**src/rtl/fifo_lector_if.sv**
```systemverilog
`default_nettype none
// fifo_lector_if: FIFO read port plus downstream valid/ready bundle for fifo_lector.  Rev 1.0
interface fifo_lector_if #(
   parameter int ADDR_WIDTH = 8,
   parameter int CNT_WIDTH  = 8
);
   logic                  fifo_empty;
   logic [ADDR_WIDTH-1:0] fifo_data;
   logic                  fifo_valid;
   logic                  fifo_error;
   logic                  pop;
   logic                  dst_ready;
   logic [ADDR_WIDTH-1:0] data_out;
   logic                  valid;
   logic [CNT_WIDTH-1:0]  word_count;
   logic                  error;

   modport master (
      input  fifo_empty, fifo_data, fifo_valid, fifo_error, dst_ready,
      output pop, data_out, valid, word_count, error
   );

   modport slave (
      output fifo_empty, fifo_data, fifo_valid, fifo_error, dst_ready,
      input  pop, data_out, valid, word_count, error
   );
endinterface
`default_nettype wire

```
**src/rtl/fifo_lector.sv**
```systemverilog
`default_nettype none
// fifo_lector: FIFO read-side controller with 2-entry output buffer, word counter and sticky error.  Rev 1.0
module fifo_lector #(
   parameter int ADDR_WIDTH = 8,
   parameter int CNT_WIDTH  = 8
) (
   input  wire logic     clk,
   input  wire logic     reset,
   fifo_lector_if.master bus
);
   logic [1:0]            occ_q, occ_d;
   logic                  inflight_q, inflight_d;
   logic [ADDR_WIDTH-1:0] head_q, head_d;
   logic [ADDR_WIDTH-1:0] tail_q, tail_d;
   logic [CNT_WIDTH-1:0]  cnt_q, cnt_d;
   logic                  err_q, err_d;

   logic                  w_xfer;
   logic                  w_cap;
   logic                  w_pop;
   logic [2:0]            w_credit;

   always_comb begin
      w_xfer   = (occ_q != 2'd0) & bus.dst_ready;
      // Slots already committed: buffered words plus the outstanding read, less the one leaving now.
      w_credit = {1'b0, occ_q} + {2'b00, inflight_q} - {2'b00, w_xfer};
      w_pop    = reset & ~bus.fifo_empty & ~err_q & (w_credit < 3'd2);
      w_cap    = bus.fifo_valid & ~((occ_q == 2'd2) & ~w_xfer);
   end

   always_comb begin
      occ_d      = occ_q;
      head_d     = head_q;
      tail_d     = tail_q;
      cnt_d      = cnt_q;
      inflight_d = w_pop;
      err_d      = err_q | bus.fifo_error | (bus.fifo_valid != inflight_q)
                 | (bus.fifo_valid & (occ_q == 2'd2) & ~w_xfer);
      if (w_xfer) begin
         cnt_d = cnt_q + {{(CNT_WIDTH-1){1'b0}}, 1'b1};
      end
      case ({w_xfer, w_cap})
         2'b10: begin
            occ_d = occ_q - 2'd1;
            if (occ_q == 2'd2) begin
               head_d = tail_q;
            end
         end
         2'b01: begin
            occ_d = occ_q + 2'd1;
            if (occ_q == 2'd0) begin
               head_d = bus.fifo_data;
            end else begin
               tail_d = bus.fifo_data;
            end
         end
         2'b11: begin
            if (occ_q == 2'd1) begin
               head_d = bus.fifo_data;
            end else begin
               head_d = tail_q;
               tail_d = bus.fifo_data;
            end
         end
         default: begin
         end
      endcase
   end

   always_ff @(posedge clk) begin
      if (!reset) begin
         occ_q      <= 2'd0;
         inflight_q <= 1'b0;
         head_q     <= '0;
         tail_q     <= '0;
         cnt_q      <= '0;
         err_q      <= 1'b0;
      end else begin
         occ_q      <= occ_d;
         inflight_q <= inflight_d;
         head_q     <= head_d;
         tail_q     <= tail_d;
         cnt_q      <= cnt_d;
         err_q      <= err_d;
      end
   end

   assign bus.pop        = w_pop;
   assign bus.valid      = (occ_q != 2'd0);
   assign bus.data_out   = head_q;
   assign bus.word_count = cnt_q;
   assign bus.error      = err_q;
endmodule
`default_nettype wire
```
**src/flat_wrapper.sv**
```systemverilog
// flat-port wrapper written by rule: the top's interface ports become plain ports
module fifo_lector_flat 
#(
   parameter int ADDR_WIDTH = 8,
   parameter int CNT_WIDTH  = 8
)
  (clk, reset, bus_fifo_empty, bus_fifo_data, bus_fifo_valid, bus_fifo_error, bus_dst_ready, bus_pop, bus_data_out, bus_valid, bus_word_count, bus_error);
  fifo_lector_if #(.ADDR_WIDTH(ADDR_WIDTH), .CNT_WIDTH(CNT_WIDTH)) bus_i ();
  input  wire logic clk;
  input  wire logic reset;
  input wire logic [$bits(bus_i.fifo_empty)-1:0] bus_fifo_empty;
  input wire logic [$bits(bus_i.fifo_data)-1:0] bus_fifo_data;
  input wire logic [$bits(bus_i.fifo_valid)-1:0] bus_fifo_valid;
  input wire logic [$bits(bus_i.fifo_error)-1:0] bus_fifo_error;
  input wire logic [$bits(bus_i.dst_ready)-1:0] bus_dst_ready;
  output wire logic [$bits(bus_i.pop)-1:0] bus_pop;
  output wire logic [$bits(bus_i.data_out)-1:0] bus_data_out;
  output wire logic [$bits(bus_i.valid)-1:0] bus_valid;
  output wire logic [$bits(bus_i.word_count)-1:0] bus_word_count;
  output wire logic [$bits(bus_i.error)-1:0] bus_error;
  assign bus_i.fifo_empty = bus_fifo_empty;
  assign bus_i.fifo_data = bus_fifo_data;
  assign bus_i.fifo_valid = bus_fifo_valid;
  assign bus_i.fifo_error = bus_fifo_error;
  assign bus_i.dst_ready = bus_dst_ready;
  assign bus_pop = bus_i.pop;
  assign bus_data_out = bus_i.data_out;
  assign bus_valid = bus_i.valid;
  assign bus_word_count = bus_i.word_count;
  assign bus_error = bus_i.error;
  fifo_lector #(.ADDR_WIDTH(ADDR_WIDTH), .CNT_WIDTH(CNT_WIDTH)) u_core (.clk(clk), .reset(reset), .bus(bus_i));
endmodule
```
**config.mk**
```make
export PLATFORM = sky130hd
export DESIGN_NAME = fifo_lector_flat
export DESIGN_NICKNAME = d
export VERILOG_FILES = /design/src/rtl/fifo_lector_if.sv /design/src/rtl/fifo_lector.sv /design/src/flat_wrapper.sv
export SDC_FILE = /design/constraint.sdc
export NUM_CORES = 1
export LEC_CHECK = 0
export ABC_AREA = 0
export CORE_UTILIZATION = 40
export DETAILED_ROUTE_END_ITERATION = 6
export MAX_ROUTING_LAYER = met4
export PLACE_DENSITY = 0.67
export RECOVER_POWER = 100
export SETUP_SLACK_MARGIN = 0.3
export SYNTH_ARGS = -nofsm -noshare
export SYNTH_HDL_FRONTEND = slang
export SYNTH_SLANG_ARGS = --single-unit
```
**constraint.sdc**
```tcl
create_clock -name clk -period 2.8 [get_ports clk]
set_clock_uncertainty 0.05 [all_clocks]
set_input_delay 0.56 -clock clk [delete_from_list [all_inputs] [get_ports clk]]
set_output_delay 0.56 -clock clk [all_outputs]
set_load 0.05 [all_outputs]
```
== Word level (Yosys, flattened, before mapping) ==
Cells that the tools add are included.

* Add/subtract/negate cells: 5
* Mux-type cells: 8
* Bitwise logic cells: 15
* Magnitude comparators: 1
* Reduce and logical (&&, ||, !) cells: 7
* Equal/unequal tests: 10

{| class="wikitable"
|+ Operators with widths
! cell !! number
|-
| 8-bit two-way mux || 5
|-
| 8-bit one-hot mux with 3 select lines || 1
|-
| 8-bit one-hot mux with 2 select lines || 1
|-
| 8-bit by 1-bit adder with 8-bit output (second input constant) || 1
|-
| 1-bit bitwise AND || 8
|-
| 2-bit equality test (second input constant) || 3
|-
| 3-bit AND reduction || 2
|-
| 2-bit nonzero test || 3
|-
| 2-bit by 1-bit equality test with 1-bit output (second input constant) || 2
|-
| 2-bit by 1-bit inequality test with 1-bit output (second input constant) || 2
|-
| 2-bit inequality test (second input constant) || 2
|-
| 1-bit NOT || 4
|-
| 2-bit one-hot mux with 2 select lines || 1
|-
| 2-bit by 1-bit adder with 3-bit output || 1
|-
| 3-bit by 2-bit less-than comparator with 1-bit output (second input constant) || 1
|-
| 1-bit OR || 3
|-
| 3-bit nonzero test || 1
|-
| 3-bit by 1-bit subtractor with 3-bit output || 1
|-
| 2-bit by 1-bit adder with 2-bit output (second input constant) || 1
|-
| 2-bit zero test || 1
|-
| 2-bit by 1-bit subtractor with 2-bit output (second input constant) || 1
|-
| 1-bit inequality test || 1
|}

* Output and inout port bits: 19
* Register bits: 28
* Input bits: 14

== Longest topological paths before layout ==
* Word-level depth: 9
* Mapped depth: 10
* Gate-level depth less buffers: 10

== Least setup slack after synthesis ==
No wires, ideal clock.

* Kind: register to output
* Start point: register u_core.occ_q[1]
* End point: output bus_pop
* Arrival: 3.297 ns
* Slack: -1.107 ns
* Stages on the path, launching flop included: 10
* Buffers on the path: 0
* Cell sequence: dfxtp_1 -> inv_1 -> ha_1 -> nor2b_1 -> inv_1 -> nor2_1 -> o21ai_0 -> fa_1 -> nand2_1 -> nor4_1

* Cells in the longest elaborated chain, start to end: 5
* Elaborated cells on any way between the ends: 6
* Classes of those cells: add/sub: 2; order compare: 1; bitwise: 2; reduce/logical: 1

{| class="wikitable"
|+ RTL lines
! item !! RTL line !! RTL
|-
| start: declaration || fifo_lector.sv:11 || <nowiki>logic [1:0] occ_q, occ_d;</nowiki>
|-
| start signal: assignment || fifo_lector.sv:72 || <nowiki>occ_q <= 2'd0;</nowiki>
|-
| start signal: assignment || fifo_lector.sv:79 || <nowiki>occ_q <= occ_d;</nowiki>
|-
| parallel branches: the longest is 2 deep, another holds 2-bit by 1-bit adder with 3-bit output || n/a ||
|-
| 3-bit by 1-bit subtractor with 3-bit output (*) || fifo_lector.sv:26 || <nowiki>w_credit = {1'b0, occ_q} + {2'b00, inflight_q} - {2'b00, w_xfer};</nowiki>
|-
| 3-bit by 2-bit less-than comparator with 1-bit output (*) || fifo_lector.sv:27 || <nowiki>w_pop = reset & ~bus.fifo_empty & ~err_q & (w_credit < 3'd2);</nowiki>
|-
| 1-bit bitwise AND (*) || fifo_lector.sv:27 ||
|-
| end: declaration || flat_wrapper.sv:16 || <nowiki>output wire logic [$bits(bus_i.pop)-1:0] bus_pop;</nowiki>
|}

Every way passes the cells marked *.

== Worst setup path after layout ==
Ends and elaborated chain as after synthesis.

==> flow_summary_export.csv <==
group,metric,value,unit
pwr,share_comb_of_total_power,0.558,
pwr,p_clk_frac,0.135,
layout,antennaDiodeCount,0,
pwr,power.share.switching,0.429,
synth,netlist_area,1330,um^2
layout,post_route_cells_drive_above_1_share,0.181,
synth,synth_edf_count,0,
clock_tree,cts_tree,"done",
run,maxCapViolCount,0,
global_routing,grtUsageTotal,0.188,
clock_tree,number_of_buffers_added_by_the_clock_tree_synthesis_step,3,
global_routing,grt_remaining_overflow,0,
floorplanning,placement_rows,20,
clock_tree,clock_slew_seen_by_the_registers_of_the_worst_setup_and_hold_paths,150,ps
synth,synth_area_leaders,"dfxtp_1 42%, mux2i_1 6.0%, a221oi_1 5.3%",
sta,worst_slew_margin_rel,0.409,
setup_path,crit_chain,"inv_4 > ha_4 > nor2b_4 > inv_2 > nor2_4 > o21ai_2 > fa_1 > nand2_2 > nor4_4 > buf_12",
floorplanning,design.die.area,3560,um^2
route,detail_route.wirelength,2910,um
sta,drv_slew,0,
clock_tree,htreeDepth,1,
placement,placed_cell_area,1840,um^2
route,antenna_left,0,
pwr,cellLeakagePower,0.759,nW
setup_path,worst-setup-path-type,"reg -> out",
sta,final_min_period_over_clock_period,1.05,
floorplanning,initial_utilization,0.429,
setup_path,worst-path-buf-inv,3,
clock_tree,max-clock-path-buffers,2,
setup_path,critPathLaunchType,"flip-flop",
synth,synth_area_per_cell,9.72,um^2
placement,detailed_place_hpwl,2170,um
setup_path,worst_path_largest_cell_delay,530,ps
pwr,internal_power,989,uW
pwr,total_power,1.73,mW
setup_path,crit_fanout,3,
synth,dominantRegCellSynth,"dfxtp_1",
route,route.detailed.vias_per_inst,5.11,
route,drt_first_pass_iters,4,
floorplanning,die_h,59.7,um
layout,layout.core_utilization,0.611,
sta,hold-worst-slack,464,ps
setup_path,critPathCaptureType,"primary output",
synth,synthesis.nets,157,
synth,synth-seq-cells,28,
sta,finalHoldViolations,0,
layout,finish.instance_area,1900,um^2
synth,share_of_the_synthesized_area_in_the_top_cell_type,0.421,
layout,filler_cell_count,294,
outcome,run_status,"complete, but fails checks",
route,via_count,1155,
sta,unrepaired_setup_endpoints_after_global_routing,"true",
sta,setup_viol,1,
placement,io_buffers,32,
pwr,power_density,914,nW/um^2
synth,yosysWarnings,0,
setup_path,slowest_stage_cell_crit_path,"fa_1",
sta,period_minus_slack,2930,ps
pwr,maximum_vdd_drop,0.426,mV
sta,timing.setup.tns,-133,ps
pwr,power.net_switching,744,uW
clock_tree,clock_tree.root_cell,"clkbuf_4",
global_routing,grt_max_degree,28,
global_routing,antenna_found_initial,0,
sta,max_slew.worst_pin.slew,887,ps
synth,post-synth-top-area-cell,"dfxtp_1",
setup_path,timing.critical_path.arrival,2320,ps
layout,syn_to_final_growth,42.4,%
floorplanning,ios,33,
sta,setup_ws,-133,ps
pwr,power_frac_seq,0.307,
synth,syn_inst,137,
route,drt_iter0_drc,49,
global_routing,grt_first_pass_wirelength,4850,um
placement,dp_slack,-350,ps
synth,share_of_the_yosys_chip_area_belonging_to_registers,0.421,
synth,yosys.cell_count.top_type,"dfxtp_1",
route,detail_route.drc_violations,0,
outcome,failed_checks,"setup timing",
worst_hold_path,holdCritPathClass,"reg -> reg",
sta,max_freq,0.341,GHz
global_routing,number_of_global_route_vias_before_repair,1130,
route,detail_route.wl_per_cell,12.9,um
placement,numPlacedInstances,219,
clock_tree,clock_sinks,28,
layout,final_nets,203,
layout,final_cell_count_no_fill,226,
floorplanning,floorplan.core_area,3100,um^2
synth,ys_types,30,
floorplanning,floorplan.die.width,59.7,um
clock_tree,clk_latency,330,ps
setup_path,crit_required,2190,ps
setup_path,worst_path_dominant_cell_family,"adder cells",
synth,synth_common_cells,"28 x dfxtp_1, 11 x nor2_1, 10 x nor2b_1, 10 x o21ai_0, 9 x and2_1",
synth,postSynth.asyncResetShare,0,
placement,finalWeightedCongestion,0.810,
[metal layers]
layer | share of wire | GRT usage | vias to the layer above
met5 | 0 | - | -
met4 | 0.013 | 0.0698 | 0
met3 | 0.030 | 0.0260 | 4
met2 | 0.52 | 0.314 | 28
met1 | 0.43 | 0.229 | 554
li1 | - | - | 569
[state kept, by name (all words and copies together), names as in the netlist]
register               count
u_core.bus.data_out        8
u_core.bus.error           1
u_core.bus.word_count      8
u_core.inflight_q          1
u_core.occ_q               2
u_core.tail_q              8
[layout make-up]
class,count,area (um^2),area share
Timing Repair Buffer,45,419,0.221
Clock buffer,4,47.5,0.0251
Tap cell,44,55.1,0.0290
Inverter,6,27.5,0.0145
Multi-Input combinational cell,99,778,0.411
Sequential cell,28,568,0.300
[repair_timing]
action / in CTS / in global routing
setup buffers: 3 / 0
pin swaps: 4 / 0
gates cloned: 0 / 0
gates resized for setup: 4 / 6
endpoints found under the setup margin: 2 / 9
hold buffers: 0 / 0
[placed cells by master (no fill, tap or decap), drive strengths merged]
master | Yosys | routed
a32oi | 1 | 1
mux2i | 9 | 9
nand4 | 4 | 4
inv | 6 | 6
ha | 5 | 5
xor2 | 2 | 2
and3 | 2 | 2
a21bo | 1 | 1
dlygate4sd2 | 0 | 2
a21boi | 2 | 2
o31a | 1 | 1
dlygate4sd3 | 0 | 18
xnor2 | 8 | 8
fa | 1 | 1
and2 | 9 | 9
a21oi | 2 | 2
buf | 1 | 12
nor2b | 10 | 10
clkdlybuf4s50 | 0 | 11
clkbuf | 3 | 6
or2b | 1 | 1
nand2 | 6 | 6
o21ai | 11 | 11
nand3b | 2 | 2
nor2 | 11 | 11
a32o | 1 | 1
dfxtp | 28 | 28
nor4 | 2 | 2
a221oi | 8 | 8
[worst min-delay path: cells and delay by family (launching register included)]
kind             cells  cell delay, ps
flip-flops           1             360
AND/OR/NAND/NOR      1              60
AO/OA/AOI/OAI        1              70
[power groups by stage]
stage / Sequential, mW / Clock [mW] / Combinational [mW]
2_1_floorplan: 0.680 / 0 / 0.532
3_3_place_gp: 0.551 / 0 / 0.936
3_5_place_dp: 0.555 / 0 / 0.961
4_1_cts: 0.533 / 0.242 / 1.01
5_1_grt: 0.541 / 0.254 / 1.05
6_report: 0.532 / 0.234 / 0.966
[kinds of logic (layout without fill, tap and decap cells)]
kind of cell / Yosys count / count (layout) / synth area share
compound gates: 27 / 27 / 0.160
buf+inv: 10 / 55 / 0.0291
fa+ha+maj: 6 / 6 / 0.0620
flops: 28 / 28 / 0.421
xor+xnor: 10 / 10 / 0.0658
simple gates: 47 / 47 / 0.192
mux: 9 / 9 / 0.0705
[path summary, 6_finish.rpt]
kind         cells after the start                       end  slack [ps]                     start
max                             10                   bus_pop        -130           u_core.occ_q[1]
min                              2  u_core.bus.word_count[1]         460  u_core.bus.word_count[1]
max reg2reg                     12          u_core.tail_q[6]         240           u_core.occ_q[1]
min reg2reg                      2  u_core.bus.word_count[1]         460  u_core.bus.word_count[1]
(Power assumes the default switching activity.)
